==> config.mk <==
export PLATFORM = sky130hd
export DESIGN_NAME = hdu_idex
export DESIGN_NICKNAME = d
export VERILOG_FILES = /design/src/rtl/hdu_idex.sv
export SDC_FILE = /design/constraint.sdc
export NUM_CORES = 1
export LEC_CHECK = 0
export CAP_MARGIN = 20
export CORE_MARGIN = 5
export CORE_UTILIZATION = 38
export CTS_BUF_LIST = sky130_fd_sc_hd__clkbuf_16
export DETAILED_ROUTE_END_ITERATION = 6
export GPL_ROUTABILITY_DRIVEN = 0
export PLACE_DENSITY = 0.81
export SLEW_MARGIN = 20
export SYNTH_ARGS = -nofsm -noshare
export SYNTH_HDL_FRONTEND = slang
export SYNTH_SLANG_ARGS = --single-unit
export TNS_END_PERCENT = 20
==> constraint.sdc <==
create_clock -name clk -period 3.4 [get_ports clk]
set_clock_uncertainty 0.15 [all_clocks]
set_input_delay 0.85 -clock clk [delete_from_list [all_inputs] [get_ports clk]]
set_output_delay 0.85 -clock clk [all_outputs]
set_load 0.05 [all_outputs]
==> src/rtl/hdu_idex.sv <==
// ID/EX pipeline register for the 5-stage RV32I core with load-use hazard
// detection, bubble insertion, flush/hold handling and a saturating stall counter.
module hdu_idex #(
  parameter int XLEN          = 32,
  parameter int RF_ADDR_WIDTH = 5,
  parameter int ALUOP_WIDTH   = 4,
  parameter int CNT_WIDTH     = 16
) (
  input  logic                     clk,
  input  logic                     rst_n,
  input  logic                     ifidValid,
  input  logic [RF_ADDR_WIDTH-1:0] ifidRs1,
  input  logic [RF_ADDR_WIDTH-1:0] ifidRs2,
  input  logic [RF_ADDR_WIDTH-1:0] ifidRd,
  input  logic                     ifidUsesRs1,
  input  logic                     ifidUsesRs2,
  input  logic                     idRegWrite,
  input  logic                     idMemRead,
  input  logic                     idMemWrite,
  input  logic                     idMemToReg,
  input  logic                     idAluSrc,
  input  logic [ALUOP_WIDTH-1:0]   idAluOp,
  input  logic [XLEN-1:0]          idPc,
  input  logic [XLEN-1:0]          idImm,
  input  logic [XLEN-1:0]          idRs1Data,
  input  logic [XLEN-1:0]          idRs2Data,
  input  logic                     flush,
  input  logic                     exHold,
  output logic                     pcWrite,
  output logic                     ifidWrite,
  output logic                     loadUseStall,
  output logic                     idexValid,
  output logic                     idexRegWrite,
  output logic                     idexMemRead,
  output logic                     idexMemWrite,
  output logic                     idexMemToReg,
  output logic                     idexAluSrc,
  output logic [ALUOP_WIDTH-1:0]   idexAluOp,
  output logic [RF_ADDR_WIDTH-1:0] idexRs1,
  output logic [RF_ADDR_WIDTH-1:0] idexRs2,
  output logic [RF_ADDR_WIDTH-1:0] idexRd,
  output logic [XLEN-1:0]          idexPc,
  output logic [XLEN-1:0]          idexImm,
  output logic [XLEN-1:0]          idexRs1Data,
  output logic [XLEN-1:0]          idexRs2Data,
  output logic [CNT_WIDTH-1:0]     stallCount
);

  logic rs1Match;
  logic rs2Match;
  logic insertBubble;

  // A load whose destination is read by the instruction in ID; x0 never stalls.
  assign rs1Match     = ifidUsesRs1 && (ifidRs1 == idexRd);
  assign rs2Match     = ifidUsesRs2 && (ifidRs2 == idexRd);
  assign loadUseStall = idexValid && idexMemRead && (idexRd != '0) && ifidValid
                        && (rs1Match || rs2Match);

  assign pcWrite      = !exHold && !loadUseStall;
  assign ifidWrite    = !exHold && !loadUseStall;
  assign insertBubble = flush || loadUseStall;

  // NOTE: sequential state uses non-blocking assignments so every register
  // samples pre-edge values regardless of statement order.
  always_ff @(posedge clk) begin
    if (!rst_n) begin
      idexValid    <= 1'b0;
      idexRegWrite <= 1'b0;
      idexMemRead  <= 1'b0;
      idexMemWrite <= 1'b0;
      idexMemToReg <= 1'b0;
      idexAluSrc   <= 1'b0;
      idexAluOp    <= '0;
      idexRs1      <= '0;
      idexRs2      <= '0;
      idexRd       <= '0;
      idexPc       <= '0;
      idexImm      <= '0;
      idexRs1Data  <= '0;
      idexRs2Data  <= '0;
    end else if (exHold) begin
      // Frozen: every field keeps its value, flush included.
    end else if (insertBubble) begin
      idexValid    <= 1'b0;
      idexRegWrite <= 1'b0;
      idexMemRead  <= 1'b0;
      idexMemWrite <= 1'b0;
      idexMemToReg <= 1'b0;
      idexAluSrc   <= 1'b0;
      idexAluOp    <= '0;
      idexRs1      <= '0;
      idexRs2      <= '0;
      idexRd       <= '0;
      idexPc       <= '0;
      idexImm      <= '0;
      idexRs1Data  <= '0;
      idexRs2Data  <= '0;
    end else begin
      // An invalid ID slot is captured as a bubble: its control bits are masked.
      idexValid    <= ifidValid;
      idexRegWrite <= ifidValid && idRegWrite;
      idexMemRead  <= ifidValid && idMemRead;
      idexMemWrite <= ifidValid && idMemWrite;
      idexMemToReg <= ifidValid && idMemToReg;
      idexAluSrc   <= ifidValid && idAluSrc;
      idexAluOp    <= ifidValid ? idAluOp : '0;
      idexRs1      <= ifidRs1;
      idexRs2      <= ifidRs2;
      idexRd       <= ifidRd;
      idexPc       <= idPc;
      idexImm      <= idImm;
      idexRs1Data  <= idRs1Data;
      idexRs2Data  <= idRs2Data;
    end
  end

  // Counts only bubbles caused by the hazard itself, never flush or hold cycles.
  always_ff @(posedge clk) begin
    if (!rst_n) begin
      stallCount <= '0;
    end else if (!exHold && !flush && loadUseStall && (stallCount != '1)) begin
      stallCount <= stallCount + CNT_WIDTH'(1);
    end
  end

endmodule

==> flow_summary.yaml <==
status:
  run_status: "finished clean"
grt:
  antenna_found_initial: 0
  grt_overflow: 0
  grt_pass1_wl_um: 31510
  grt_max_degree: 106
  grt_pass1_vias: 5683
  track_usage_pct: 22.34
power:
  power_leakage_nw: 3.684
  p_sw_share_pct: 25.48
  irDropWorstVdd_v: 0.0003804
  clockPowerShare_pct: 41.2
  p_switching_mw: 1.236
  power_mw: 4.852
  seq_power_share_pct: 43.2
  power.internal_mw: 3.616
  power.share.combinational_pct: 15.6
  powerDensity_nw_per_um2: 495.4
critical_path:
  cp_data_required_time_ns: 2.40
  critPathLaunchType: "primary input"
  r2r_cells: 8
  r2r-end: "idexPc[4]"
  cp.arrival_ns: 2.29
  criticalPathCategory: "in2out"
  cp_max_fo: 2
  r2r_setup_slack_ns: 0.64
  rr_startpoint: "idexRd[4]"
  end_kind: "output port"
layout:
  post-route-util_pct: 67.14
  nNetsFinal: 951
  stdcell_area_sq_um: 9794
  drive_gt1_share_pct: 6.227
  layout.cells.non_filler: 987
  synthToLayoutAreaGrowth_pct: 72.65
  n_fill_cell: 1063
  num_antenna_cells: 0
timing:
  fin_setup_tns_ns: 0
  finalHoldViolCount: 0
  worst_pin_slew_ns: 0.6149
  clock.fmax_ghz: 0.3043
  slew_headroom_pct: 58.88
  period_minus_slack_ns: 3.287
  slew_viol_final: 0
  finalCritPeriodShare_pct: 96.67
  rsz0062_at_grt: "false"
  finalSetupViolations: 0
routing:
  drcViolationCount: 0
  wl_per_cell_um: 20.87
  post_drt_via_cell_ratio: 5.433
  drtAntennaViolNets: 0
  vias: 5362
  firstDrtPassIters: 5
  routed_wl_um: 20600
  drt_iter0_drc: 305
synth:
  syn_avg_cell_area_sq_um: 11.99
  yosysSeqAreaShare_pct: 59.64
  netlist_area_sq_um: 5673
  synthDominantCellAreaShare_pct: 59.64
  yosys.area.top_type: "dfxtp_1"
  synth_cells: 473
  yosysWarnings: 0
  synth_async_sr_flop_share_pct: 0
  yosysMostFrequentCell: "dfxtp_1"
  synth_edf_count: 0
  yosys-top-cells-area: "dfxtp_1 60%, a22o_1 22%, a32o_1 1.6%"
  ys_types: 31
  synth_ff_type: "dfxtp_1"
  syn-num-nets: 633
  ys_seq_elements: 169
  yosys-top-cells-count: "169 x dfxtp_1, 144 x a22o_1, 24 x clkbuf_1"
job:
  max-cap-violations: 0
hold_path:
  hold_depth: 1
  holdPathEnd: "idexMemToReg"
  hp-class: "reg2reg"
  min_from: "idexMemToReg"
clock_network:
  cts_hold_buf: 0
  cts_made_buffers: 17
  clkSinkCount: 169
  clk_latency_ns: 0.42
  path_clk_slew_ns: 0.06
  clockBufferDepth: 2
  cts_tree: "yes"
  htreeDepth: 4
  clockRootBuffer: "clkbuf_16"
die:
  fp.dieH_um: 132.2
  initial_core_util_pct: 38.89
  io_pins: 331
  die_area_sq_um: 17470
  rows: 44
  core_area_sq_um: 14590
  die_w_um: 132.2
place:
  portBuffers: 330
  post_dp_cell_area_sq_um: 9171
  dp.cells: 955
  place_hpwl_um: 15070
flip-flops by register name, summed over array words and instances (netlist names):
| name | count |
|---|---|
| idexAluOp | 4 |
| idexAluSrc | 1 |
| idexImm | 32 |
| idexMemRead | 1 |
| idexMemToReg | 1 |
| idexMemWrite | 1 |
| idexPc | 32 |
| idexRd | 5 |
| idexRegWrite | 1 |
| idexRs1 | 5 |
| idexRs1Data | 32 |
| idexRs2 | 5 |
| idexRs2Data | 32 |
| idexValid | 1 |
| stallCount | 16 |
power groups by stage:
stage	sequential, mW	combinational, mW	clock [mW]
3_3_place_gp	2.13	0.743	0
5_1_grt	2.10	0.783	2.12
3_5_place_dp	2.13	0.757	0
6_report	2.09	0.756	2.00
2_1_floorplan	2.37	0.143	0
4_1_cts	2.09	0.760	2.03
stage by stage:
step	hold WS [ns]	setup WS (ns)
3_5_place_dp	0.3033	-0.1785
4_1_cts	0.3217	0.03802
5_1_grt	0.3283	0.04237
6_report	0.3196	0.1134
3_3_place_gp	0.2993	-0.09599
2_1_floorplan	0.5439	-0.3283
how the worst max path moves through the flow:
| stage | cells after the start | start | end |
|---|---|---|---|
| 5_1_grt | 7 | ifidRs1[2] | pcWrite |
| 3_3_place_gp | 7 | ifidRs2[0] | loadUseStall |
| 2_1_floorplan | 8 | ifidRs2[0] | pcWrite |
| 6_report | 7 | ifidRs1[4] | pcWrite |
| 3_5_place_dp | 8 | ifidRs2[0] | idexRs2Data[20] |
| 4_1_cts | 7 | ifidRs1[3] | loadUseStall |
logic make-up (layout without fill, tap and decap cells):
logic type | count (synthesis) | after routing | synth area share (%)
buffers and inverters | 45 | 375 | 4.323
adder cells (fa/ha/maj) | 1 | 1 | 0.2205
multiplexers | 6 | 6 | 1.059
flip-flops | 169 | 169 | 59.64
XOR/XNOR | 10 | 10 | 1.544
AO/OA/AOI/OAI | 176 | 176 | 26.69
AND/OR/NAND/NOR | 66 | 66 | 6.529
metal layers:
layer,track usage (%),part of all wire (%),up-vias
li1,-,-,2472
met1,24.61,38,2618
met2,39.44,52,239
met3,8.664,8.0,33
met4,7.296,2.3,0
met5,0,0,-
repair_timing:
item	CTS	global route
pin swaps	4	1
endpoints found under the setup margin	3	3
gates resized for setup	9	0
setup buffers	1	0
hold endpoints to repair	0	0
layout by cell type, fill, tap and decap left out, types with 2 or more instances in the layout:
cell,instances
mux2i_1,6
o311ai_0,2
clkinv_2,2
a22o_1,144
nor2_1,2
and3_1,3
buf_4,7
nor4_2,2
clkdlybuf4s50_1,321
buf_12,7
o41ai_1,3
nor4_1,3
dlygate4sd2_1,6
bufinv_16,4
dfxtp_1,169
o31ai_1,6
xnor2_1,2
xor2_1,8
nand4_1,11
or4_1,11
clkinv_1,2
clkbuf_16,17
nand2b_1,6
inv_1,4
nand3_1,4
a21oi_1,8
nor3_1,4
a32o_1,9
nand2_1,15
critical path, cell delays in order:
cell and delay [ns]:
clkdlybuf4s50_1 0.51, xor2_1 0.20, nor4_2 0.06, a32oi_2 0.24, nor3_4 0.08, nor2_4 0.18, buf_12 0.16
area by class of cell:
type | instances | area [sq um] | share of cell area, %
clock inverters | 14 | 181.4 | 1.852
multi-input cells | 259 | 2097 | 21.41
repair buffers | 342 | 3470 | 35.42
clock buffers | 17 | 425.4 | 4.343
inverters | 2 | 7.507 | 0.07665
flip-flops and latches | 169 | 3383 | 34.54
well taps | 184 | 230.2 | 2.351
Power figures use the tool's default switching activity.
